===== config.mk =====
export PLATFORM = sky130hd
export DESIGN_NAME = riscv_mmio_ctrl
export DESIGN_NICKNAME = d
export VERILOG_FILES = /design/src/rtl/riscv_mmio_ctrl.sv
export SDC_FILE = /design/constraint.sdc
export NUM_CORES = 1
export LEC_CHECK = 0
export CELL_PAD_IN_SITES_DETAIL_PLACEMENT = 0
export CELL_PAD_IN_SITES_GLOBAL_PLACEMENT = 1
export CORE_MARGIN = 4
export CORE_UTILIZATION = 50
export CTS_BUF_LIST = sky130_fd_sc_hd__clkbuf_8
export DETAILED_ROUTE_END_ITERATION = 6
export GPL_ROUTABILITY_DRIVEN = 0
export PLACE_DENSITY = 0.84
export SLEW_MARGIN = 20
export SYNTH_ARGS = -nofsm -noshare
export SYNTH_HDL_FRONTEND = slang
export SYNTH_SLANG_ARGS = --single-unit

===== constraint.sdc =====
create_clock -name clk -period 6.2 [get_ports clk]
set_input_delay 0.93 -clock clk [delete_from_list [all_inputs] [get_ports clk]]
set_output_delay 0.93 -clock clk [all_outputs]
set_load 0.05 [all_outputs]

===== src/rtl/riscv_mmio_ctrl.sv =====
// riscv_mmio_ctrl: MMIO block that sits beside DMEM in the memory/writeback stage.
// It provides UART RX/TX FIFOs, a cycle counter and a retired-instruction counter.
// Read data is registered, so it appears one cycle after the request, the same
// timing as DMEM/BIOS.
// Optional build macro MMIO_BRANCH_CNT_EN adds branch and taken-branch counters,
// readable at offsets 0x1C and 0x20.
module riscv_mmio_ctrl #(
   parameter logic [31:0] BASE_ADDR = 32'h8000_0000,
   parameter int          RX_DEPTH  = 8,
   parameter int          TX_DEPTH  = 8,
   parameter int          CNT_WIDTH = 32
) (
   input  logic        clk,
   input  logic        rst,
   input  logic        req_en,
   input  logic [3:0]  req_we,
   input  logic [31:0] req_addr,
   input  logic [31:0] req_wdata,
   output logic [31:0] rdata,
   input  logic        inst_retire,
   input  logic        br_retire,
   input  logic        br_taken,
   input  logic [7:0]  uart_rx_data,
   input  logic        uart_rx_valid,
   output logic        uart_rx_ready,
   output logic [7:0]  uart_tx_data,
   output logic        uart_tx_valid,
   input  logic        uart_tx_ready
);

   localparam int RX_PW = $clog2(RX_DEPTH);
   localparam int TX_PW = $clog2(TX_DEPTH);
   localparam logic [RX_PW:0] RX_FULL_CNT = (RX_PW + 1)'(RX_DEPTH);
   localparam logic [TX_PW:0] TX_FULL_CNT = (TX_PW + 1)'(TX_DEPTH);

   // Word offsets (req_addr[7:2])
   localparam logic [5:0] OFF_STATUS = 6'h00;
   localparam logic [5:0] OFF_RXDATA = 6'h01;
   localparam logic [5:0] OFF_TXDATA = 6'h02;
   localparam logic [5:0] OFF_CYCLE  = 6'h04;
   localparam logic [5:0] OFF_INSTR  = 6'h05;
   localparam logic [5:0] OFF_CLEAR  = 6'h06;
   localparam logic [5:0] OFF_BR     = 6'h07;
   localparam logic [5:0] OFF_BRTKN  = 6'h08;

   logic [5:0]  offset;
   logic        hit;
   logic        wr_req;
   logic        rd_req;
   logic        rd_load;
   logic [31:0] rd_mux;

   // Address bits [1:0] and the upper write-data bytes are not used by any register.
   logic        unused_bits;
   assign unused_bits = ^{req_addr[1:0], req_wdata[31:8]};

   assign offset  = req_addr[7:2];
   assign hit     = req_en && (req_addr[31:8] == BASE_ADDR[31:8]);
   assign wr_req  = hit && (req_we != 4'b0000);
   assign rd_req  = hit && (req_we == 4'b0000);
   // A read outside the window still loads rdata, with zero.
   assign rd_load = req_en && (req_we == 4'b0000);

   // ------------------------------------------------------------------ RX FIFO
   logic [7:0]       rx_mem [RX_DEPTH];
   logic [RX_PW-1:0] rx_wr_ptr;
   logic [RX_PW-1:0] rx_rd_ptr;
   logic [RX_PW:0]   rx_count;
   logic             rx_full;
   logic             rx_empty;
   logic             rx_push;
   logic             rx_pop;

   assign rx_full       = (rx_count == RX_FULL_CNT);
   assign rx_empty      = (rx_count == '0);
   assign uart_rx_ready = !rx_full;
   assign rx_push       = uart_rx_valid && !rx_full;
   assign rx_pop        = rd_req && (offset == OFF_RXDATA) && !rx_empty;

   // RX pointers and occupancy. A push and a pop in the same cycle leave the count unchanged.
   always_ff @(posedge clk) begin
      if (rst) begin
         rx_wr_ptr <= '0;
         rx_rd_ptr <= '0;
         rx_count  <= '0;
      end else begin
         if (rx_push) rx_wr_ptr <= rx_wr_ptr + 1'b1;
         if (rx_pop)  rx_rd_ptr <= rx_rd_ptr + 1'b1;
         case ({rx_push, rx_pop})
            2'b10:   rx_count <= rx_count + 1'b1;
            2'b01:   rx_count <= rx_count - 1'b1;
            default: rx_count <= rx_count;
         endcase
      end
   end

   // RX storage. It is not reset, because the occupancy count alone decides which entries are valid.
   always_ff @(posedge clk) begin
      if (rx_push) rx_mem[rx_wr_ptr] <= uart_rx_data;
   end

   // ------------------------------------------------------------------ TX FIFO
   logic [7:0]       tx_mem [TX_DEPTH];
   logic [TX_PW-1:0] tx_wr_ptr;
   logic [TX_PW-1:0] tx_rd_ptr;
   logic [TX_PW:0]   tx_count;
   logic             tx_full;
   logic             tx_empty;
   logic             tx_wr;
   logic             tx_push;
   logic             tx_pop;
   logic             tx_overflow;

   assign tx_full       = (tx_count == TX_FULL_CNT);
   assign tx_empty      = (tx_count == '0);
   assign uart_tx_valid = !tx_empty;
   assign uart_tx_data  = tx_mem[tx_rd_ptr];
   assign tx_wr         = wr_req && (offset == OFF_TXDATA);
   // Fullness is judged before any same-cycle UART pop, so a write to a full FIFO is dropped.
   assign tx_push       = tx_wr && !tx_full;
   assign tx_pop        = !tx_empty && uart_tx_ready;

   // TX pointers, occupancy and the sticky overflow flag.
   always_ff @(posedge clk) begin
      if (rst) begin
         tx_wr_ptr   <= '0;
         tx_rd_ptr   <= '0;
         tx_count    <= '0;
         tx_overflow <= 1'b0;
      end else begin
         if (tx_push) tx_wr_ptr <= tx_wr_ptr + 1'b1;
         if (tx_pop)  tx_rd_ptr <= tx_rd_ptr + 1'b1;
         case ({tx_push, tx_pop})
            2'b10:   tx_count <= tx_count + 1'b1;
            2'b01:   tx_count <= tx_count - 1'b1;
            default: tx_count <= tx_count;
         endcase
         if (tx_wr && tx_full)
            tx_overflow <= 1'b1;
         else if (wr_req && (offset == OFF_STATUS))
            tx_overflow <= 1'b0;
      end
   end

   // TX storage, holding the bytes queued for the UART transmitter.
   always_ff @(posedge clk) begin
      if (tx_push) tx_mem[tx_wr_ptr] <= req_wdata[7:0];
   end

   // ----------------------------------------------------------------- counters
   logic                 cnt_clr;
   logic [CNT_WIDTH-1:0] cycle_cnt;
   logic [CNT_WIDTH-1:0] instr_cnt;

   assign cnt_clr = wr_req && (offset == OFF_CLEAR);

   // Cycle and retired-instruction counters. A clear takes priority over an increment in the same cycle.
   always_ff @(posedge clk) begin
      if (rst || cnt_clr) begin
         cycle_cnt <= '0;
         instr_cnt <= '0;
      end else begin
         cycle_cnt <= cycle_cnt + 1'b1;
         if (inst_retire) instr_cnt <= instr_cnt + 1'b1;
      end
   end

   logic [31:0] br_rd;
   logic [31:0] br_taken_rd;

`ifdef MMIO_BRANCH_CNT_EN
   logic [CNT_WIDTH-1:0] br_cnt;
   logic [CNT_WIDTH-1:0] br_taken_cnt;

   // Branch counters. They use the same clear priority and wrap-around as the base counters.
   always_ff @(posedge clk) begin
      if (rst || cnt_clr) begin
         br_cnt       <= '0;
         br_taken_cnt <= '0;
      end else if (br_retire) begin
         br_cnt <= br_cnt + 1'b1;
         if (br_taken) br_taken_cnt <= br_taken_cnt + 1'b1;
      end
   end

   assign br_rd       = 32'(br_cnt);
   assign br_taken_rd = 32'(br_taken_cnt);
`else
   logic unused_br;
   assign unused_br   = br_retire ^ br_taken;
   assign br_rd       = 32'h0;
   assign br_taken_rd = 32'h0;
`endif

   // ---------------------------------------------------------------- read path
   // Register read multiplexer. Offsets with no register mapped read as zero.
   always_comb begin
      rd_mux = 32'h0;
      case (offset)
         OFF_STATUS: rd_mux = {29'h0, tx_overflow, !rx_empty, !tx_full};
         OFF_RXDATA: rd_mux = rx_empty ? 32'h0 : {24'h0, rx_mem[rx_rd_ptr]};
         OFF_CYCLE:  rd_mux = 32'(cycle_cnt);
         OFF_INSTR:  rd_mux = 32'(instr_cnt);
         OFF_BR:     rd_mux = br_rd;
         OFF_BRTKN:  rd_mux = br_taken_rd;
         default:    rd_mux = 32'h0;
      endcase
   end

   // Registered read data. It loads only on a read request and otherwise holds its value.
   always_ff @(posedge clk) begin
      if (rst)
         rdata <= 32'h0;
      else if (rd_load)
         rdata <= rd_req ? rd_mux : 32'h0;
   end

endmodule


# After elaboration in Yosys (flattened, before gate mapping)
# Memories as Yosys holds them, arrays and structs flattened. A register that Yosys moved wholly into a read port is not among the register bits.
# Cells that the tools add are included.
# word_totals
memories	2
ff_bits	117
ram_bits	128
# mem_list
memory	depth	word_bits	rd	rd_ports_with_merged_regs	write_ports	line_no	text
rx_mem	8	8	1	1	1	65	logic [7:0] rx_mem [RX_DEPTH];
tx_mem	8	8	1	1	1	103	logic [7:0] tx_mem [TX_DEPTH];
# op_classes
addsub	10
n_eq_ne	12
n_mux	15
reduce_logical	26
# op_table
op	count
one-hot mux 32 bit (4 select lines)	1
adder 32 x 1 -> 32 bit, second input constant	2
2-to-1 mux 32 bit	1
equality test 24 bit, second input constant	1
equality test 6 x 3 -> 1 bit, second input constant	3
one-hot mux 4 bit (2 select lines)	2
logical AND 1 bit	13
adder 3 x 1 -> 3 bit, second input constant	4
logical NOT 4 bit	3
2-to-1 mux 3 bit	4
adder 4 x 1 -> 4 bit, second input constant	2
equality test 4 bit, second input constant	2
2-to-1 mux 8 bit	1
subtractor 4 x 1 -> 4 bit, second input constant	2
equality test 6 x 1 -> 1 bit, second input constant	1
equality test 6 x 2 -> 1 bit, second input constant	1
logical NOT 6 bit	1
2-to-1 mux 1 bit	6
nonzero test 2 bit	3
equality test 2 x 1 -> 1 bit, second input constant	2
equality test 2 bit, second input constant	2
logical NOT 1 bit	4
nonzero test 4 bit	1
logical OR 1 bit	1

# Logic depth before layout (Yosys ltp)
# logic_depth
word_depth	7
ltp_mapped	12
depth_no_buf	11

# Worst setup path after synthesis
# No wires, ideal clock.
# synth_path
path_type	input port to flip-flop
start	input port req_addr[29]
end	register rx_count[2]
stages	11
arrival_ns	3.482
path_buffers	0
slack_ns	2.647
cell_sequence	nor4b_1 -> nand3_1 -> nor3_1 -> nor2b_1 -> ha_1 -> xor2_1 -> ha_1 -> a21oi_1 -> xor2_1 -> or3_1 -> a21oi_1
# synth_between
elab_chain_cells	7
word_cells_on_any_way	9
# synth_rtl
element	line_no	text
start: declaration	17	input logic [31:0] req_addr,
equality test 24 bit *	58	assign hit = req_en && (req_addr[31:8] == BASE_ADDR[31:8]);
logical AND 1 bit *	58	
logical AND 1 bit *	60	assign rd_req = hit && (req_we == 4'b0000);
logical AND 1 bit * (2 in series)	78	assign rx_pop = rd_req && (offset == OFF_RXDATA) && !rx_empty;
net rx_pop	72	logic rx_pop;
equality test 2 x 1 -> 1 bit or equality test 2 bit (tied branches)	89	case ({rx_push, rx_pop})
one-hot mux 4 bit (2 select lines) or nonzero test 2 bit (tied branches)	-	
end signal: assignment	90	2'b10: rx_count <= rx_count + 1'b1;
end signal: assignment	91	2'b01: rx_count <= rx_count - 1'b1;
end signal: assignment	92	default: rx_count <= rx_count;
end: declaration	68	logic [RX_PW:0] rx_count;
# Mark *: on every way through the listed nets, which the timed path passes. The rest lies on a longest branch.
# A chain may end at the register's enable or synchronous reset.

# Worst setup path after layout
# layout_path
start	input port req_addr[3]
end	register rx_count[2]
# layout_between
elab_chain_cells	5
word_cells_on_any_way	7
# layout_rtl
element	line_no
equality test 6 x 1 -> 1 bit *	78
logical AND 1 bit * (2 in series)	78
net rx_pop	72
equality test 2 x 1 -> 1 bit or equality test 2 bit (tied branches)	89
one-hot mux 4 bit (2 select lines) or nonzero test 2 bit (tied branches)	-
# Marks and branches as above.

==> out/metrics.csv <==
metric;value;unit
status;finished, final reports clean;
vias in the first global route;6869;
share of cells above drive strength 1;14.5;%
EDFF count, synth;128;
CTS clk-pin slew, worst paths;0.06;ns
RSZ-0062 raised after global routing;no;
syn_area_per_cell;12.4;um^2
final hold vios;0;
crit path max-delay cell type;nor4_1;
CP Cell Sequence;clkdlybuf4s50_1, nor4_1, nand4b_1, nor2b_1, ha_1, xor2_1, ha_1, a21oi_1, xor2_1, or3_1, a21oi_1;
maximum clock rate;263;MHz
CP peak stage delay;0.66;ns
# hold bufs at CTS;0;
Die Ht;154;um
Final Worst Setup Slack;2.39;ns
clk buf depth;3;
Peak VDD IR;0.224;mV
most common cell after layout, fill and taps aside;nor2_1;
I/O Buffers;97;
die width;154;um
core area;0.0206;mm^2
Hold WC Path Type;flip-flop to flip-flop;
critical path capture point type;flip-flop;
Top delay family on crit path;simple AND/OR/NAND/NOR gates;
Netlist Area Pre-Place;0.0106;mm^2
DP Worst Slack;1.87;ns
design area;0.0127;mm^2
PostCTS Resize Cnt;0;
Worst-Skew Late Latency;0.54;ns
wirelength, routed;22.7;mm
CP Max Fanout;11;
Data required, critical path;6.66;ns
post-route ant nets;0;
CTS sink count;251;
Hold Slack;0.468;ns
pin count of the biggest net entering global routing;64;
setup TNS;0;ns
clock skew;0.0170;ns
Synth Flop Type;edfxtp_1;
Pre-antenna DRT Iters;5;
Remaining Overflow, GRT;0;
CP Class;primary input to flip-flop;
H-tree depth;2;
Max Cap Violations;0;
placed insts;1196;
CP Launch Type;primary input;
fin nets;1066;
leak pwr;4.30;nW
CP arrival;4.27;ns
Distinct cells, synth;48;
CTS tree;done;
Yosys warning count;0;
Syn Inst Count;854;
crit path buf inv count;1;
initial antenna violation count;0;
most frequent cells in the layout;129 x nor2_1, 128 x edfxtp_1, 121 x dfxtp_1;
Total GRT Usage;18.9;%
wire per inst;17.8;um
row count;52;
register bit total from synthesis;251;
HPWL after DPL;15.0;mm
Final setup viols;0;
Net Count, Synth;950;
initial core utilization;51.5;%
post-layout min period;3.81;ns
area grow syn2layout;19.6;%
routed vias/inst;5.55;
Non-Filler Instances;1274;
first-pass GRT wire length;36.3;mm
async set or reset register ratio after synthesis;0;%
CTS Root Cell;clkbuf_8;
Slew Limit Fails;0;
Worst-Margin Slew;1.09;ns
IO Count;126;
DRC Markers;0;
total CTS buffers;42;
register area share after synthesis;59.6;%
diodes inserted;0;
fin crit share;61.4;%
Die Area;0.0236;mm^2
worst relative slew slack;26.4;%
Post-CTS Setup Bufs;0;
vias post-DR;7077;
Placed Area;0.0119;mm^2
pwr dens;258;mW/mm^2
DR iter-0 viols;413;
## path summary, 6_finish.rpt
path / from / to / slack (ns) / cells after the start
worst max-delay path: req_addr[3] / rx_count[2]$_SDFFE_PP0P_ / 2.39 / 11
worst min-delay path: rdata[1]$_SDFFE_PP0P_ / rdata[1]$_SDFFE_PP0P_ / 0.47 / 2
worst max register to register: rx_count[0]$_SDFFE_PP0P_ / rx_count[2]$_SDFFE_PP0P_ / 3.26 / 10
worst min register to register: rdata[1]$_SDFFE_PP0P_ / rdata[1]$_SDFFE_PP0P_ / 0.47 / 2
## per-layer routing
layer  global-route usage [%]  vias to the layer above  part of all wire, %
met3                     3.96                       38                  5.0
li1                         -                     3429                    -
met4                     5.17                        0                  2.1
met2                     31.4                      158                   48
met1                     25.4                     3452                   45
met5                        0                        -                    0
## layout make-up
type | count | area, um^2
clock buffers | 46 | 633
multi-input cells | 556 | 4120
flip-flops and latches | 251 | 6310
clock inverters | 32 | 169
well taps | 270 | 338
repair buffers | 110 | 1060
fillers | 1680 | 7900
inverters | 9 | 33.8
## power breakdown
group | switching [mW] | internal (mW) | leakage (nW)
Clock | 0.653 | 0.730 | 0.476
Combinational | 0.0601 | 0.0561 | 1.67
Sequential | 0.0118 | 1.76 | 2.15
Total | 0.724 | 2.55 | 4.30
## cell families (layout without fill, tap and decap cells)
logic type | Yosys count | count (layout) | synth area share, %
AOI/OAI and AO/OA | 71 | 71 | 4.53
buffers and inverters | 47 | 197 | 1.75
and+or+nand+nor | 320 | 320 | 14.9
muxes | 84 | 84 | 12.1
adders and majority gates | 12 | 12 | 1.42
DFF | 251 | 251 | 59.6
xor gates and xnor gates | 69 | 69 | 5.71
## per-stage QoR
| step | power, mW | utilization (%) |
|---|---|---|
| final | 3.27 | 61.6 |
| after global placement | 1.92 | 57.7 |
| after detailed placement | 1.92 | 57.7 |
| after floorplan | 1.86 | - |
| after CTS | 3.31 | 61.6 |
| after global routing | 3.40 | 61.6 |
## Yosys cell counts, types with 9 or more instances
library cell	number	area, um^2
edfxtp_1	128	3840
dfxtp_1	123	2460
nor4_1	17	106
xor2_1	52	455
mux2_2	31	349
clkbuf_1	27	101
o21ai_0	9	45.0
a21oi_1	12	60.1
ha_1	12	150
nand3_1	35	175
mux4_2	32	721
nand4_1	29	181
nor2_1	129	484
nand2b_1	9	56.3
or4_1	9	67.6
xnor2_1	17	149
nor3_1	12	60.1
mux2i_1	21	210
a22oi_1	31	233
nand2_1	42	158
## state kept, by name (all words and copies together) (netlist names), named ones only
name and count:
rx_mem 64, tx_mem 64, cycle_cnt 32, instr_cnt 32, rdata 32, rx_count 4
tx_count 4, rx_rd_ptr 3, rx_wr_ptr 3, tx_rd_ptr 3, tx_wr_ptr 3, tx_overflow 1
## worst reg2reg max path, cell delays in order (launching register included)
cell	delay, ns
dfxtp_1	0.37
or4_1	0.60
nand4b_1	0.44
nor2b_1	0.15
ha_1	0.28
xor2_1	0.16
ha_1	0.18
a21oi_1	0.15
xor2_1	0.09
or3_1	0.30
a21oi_1	0.14
Note: power is estimated with default switching activity, not from simulation.
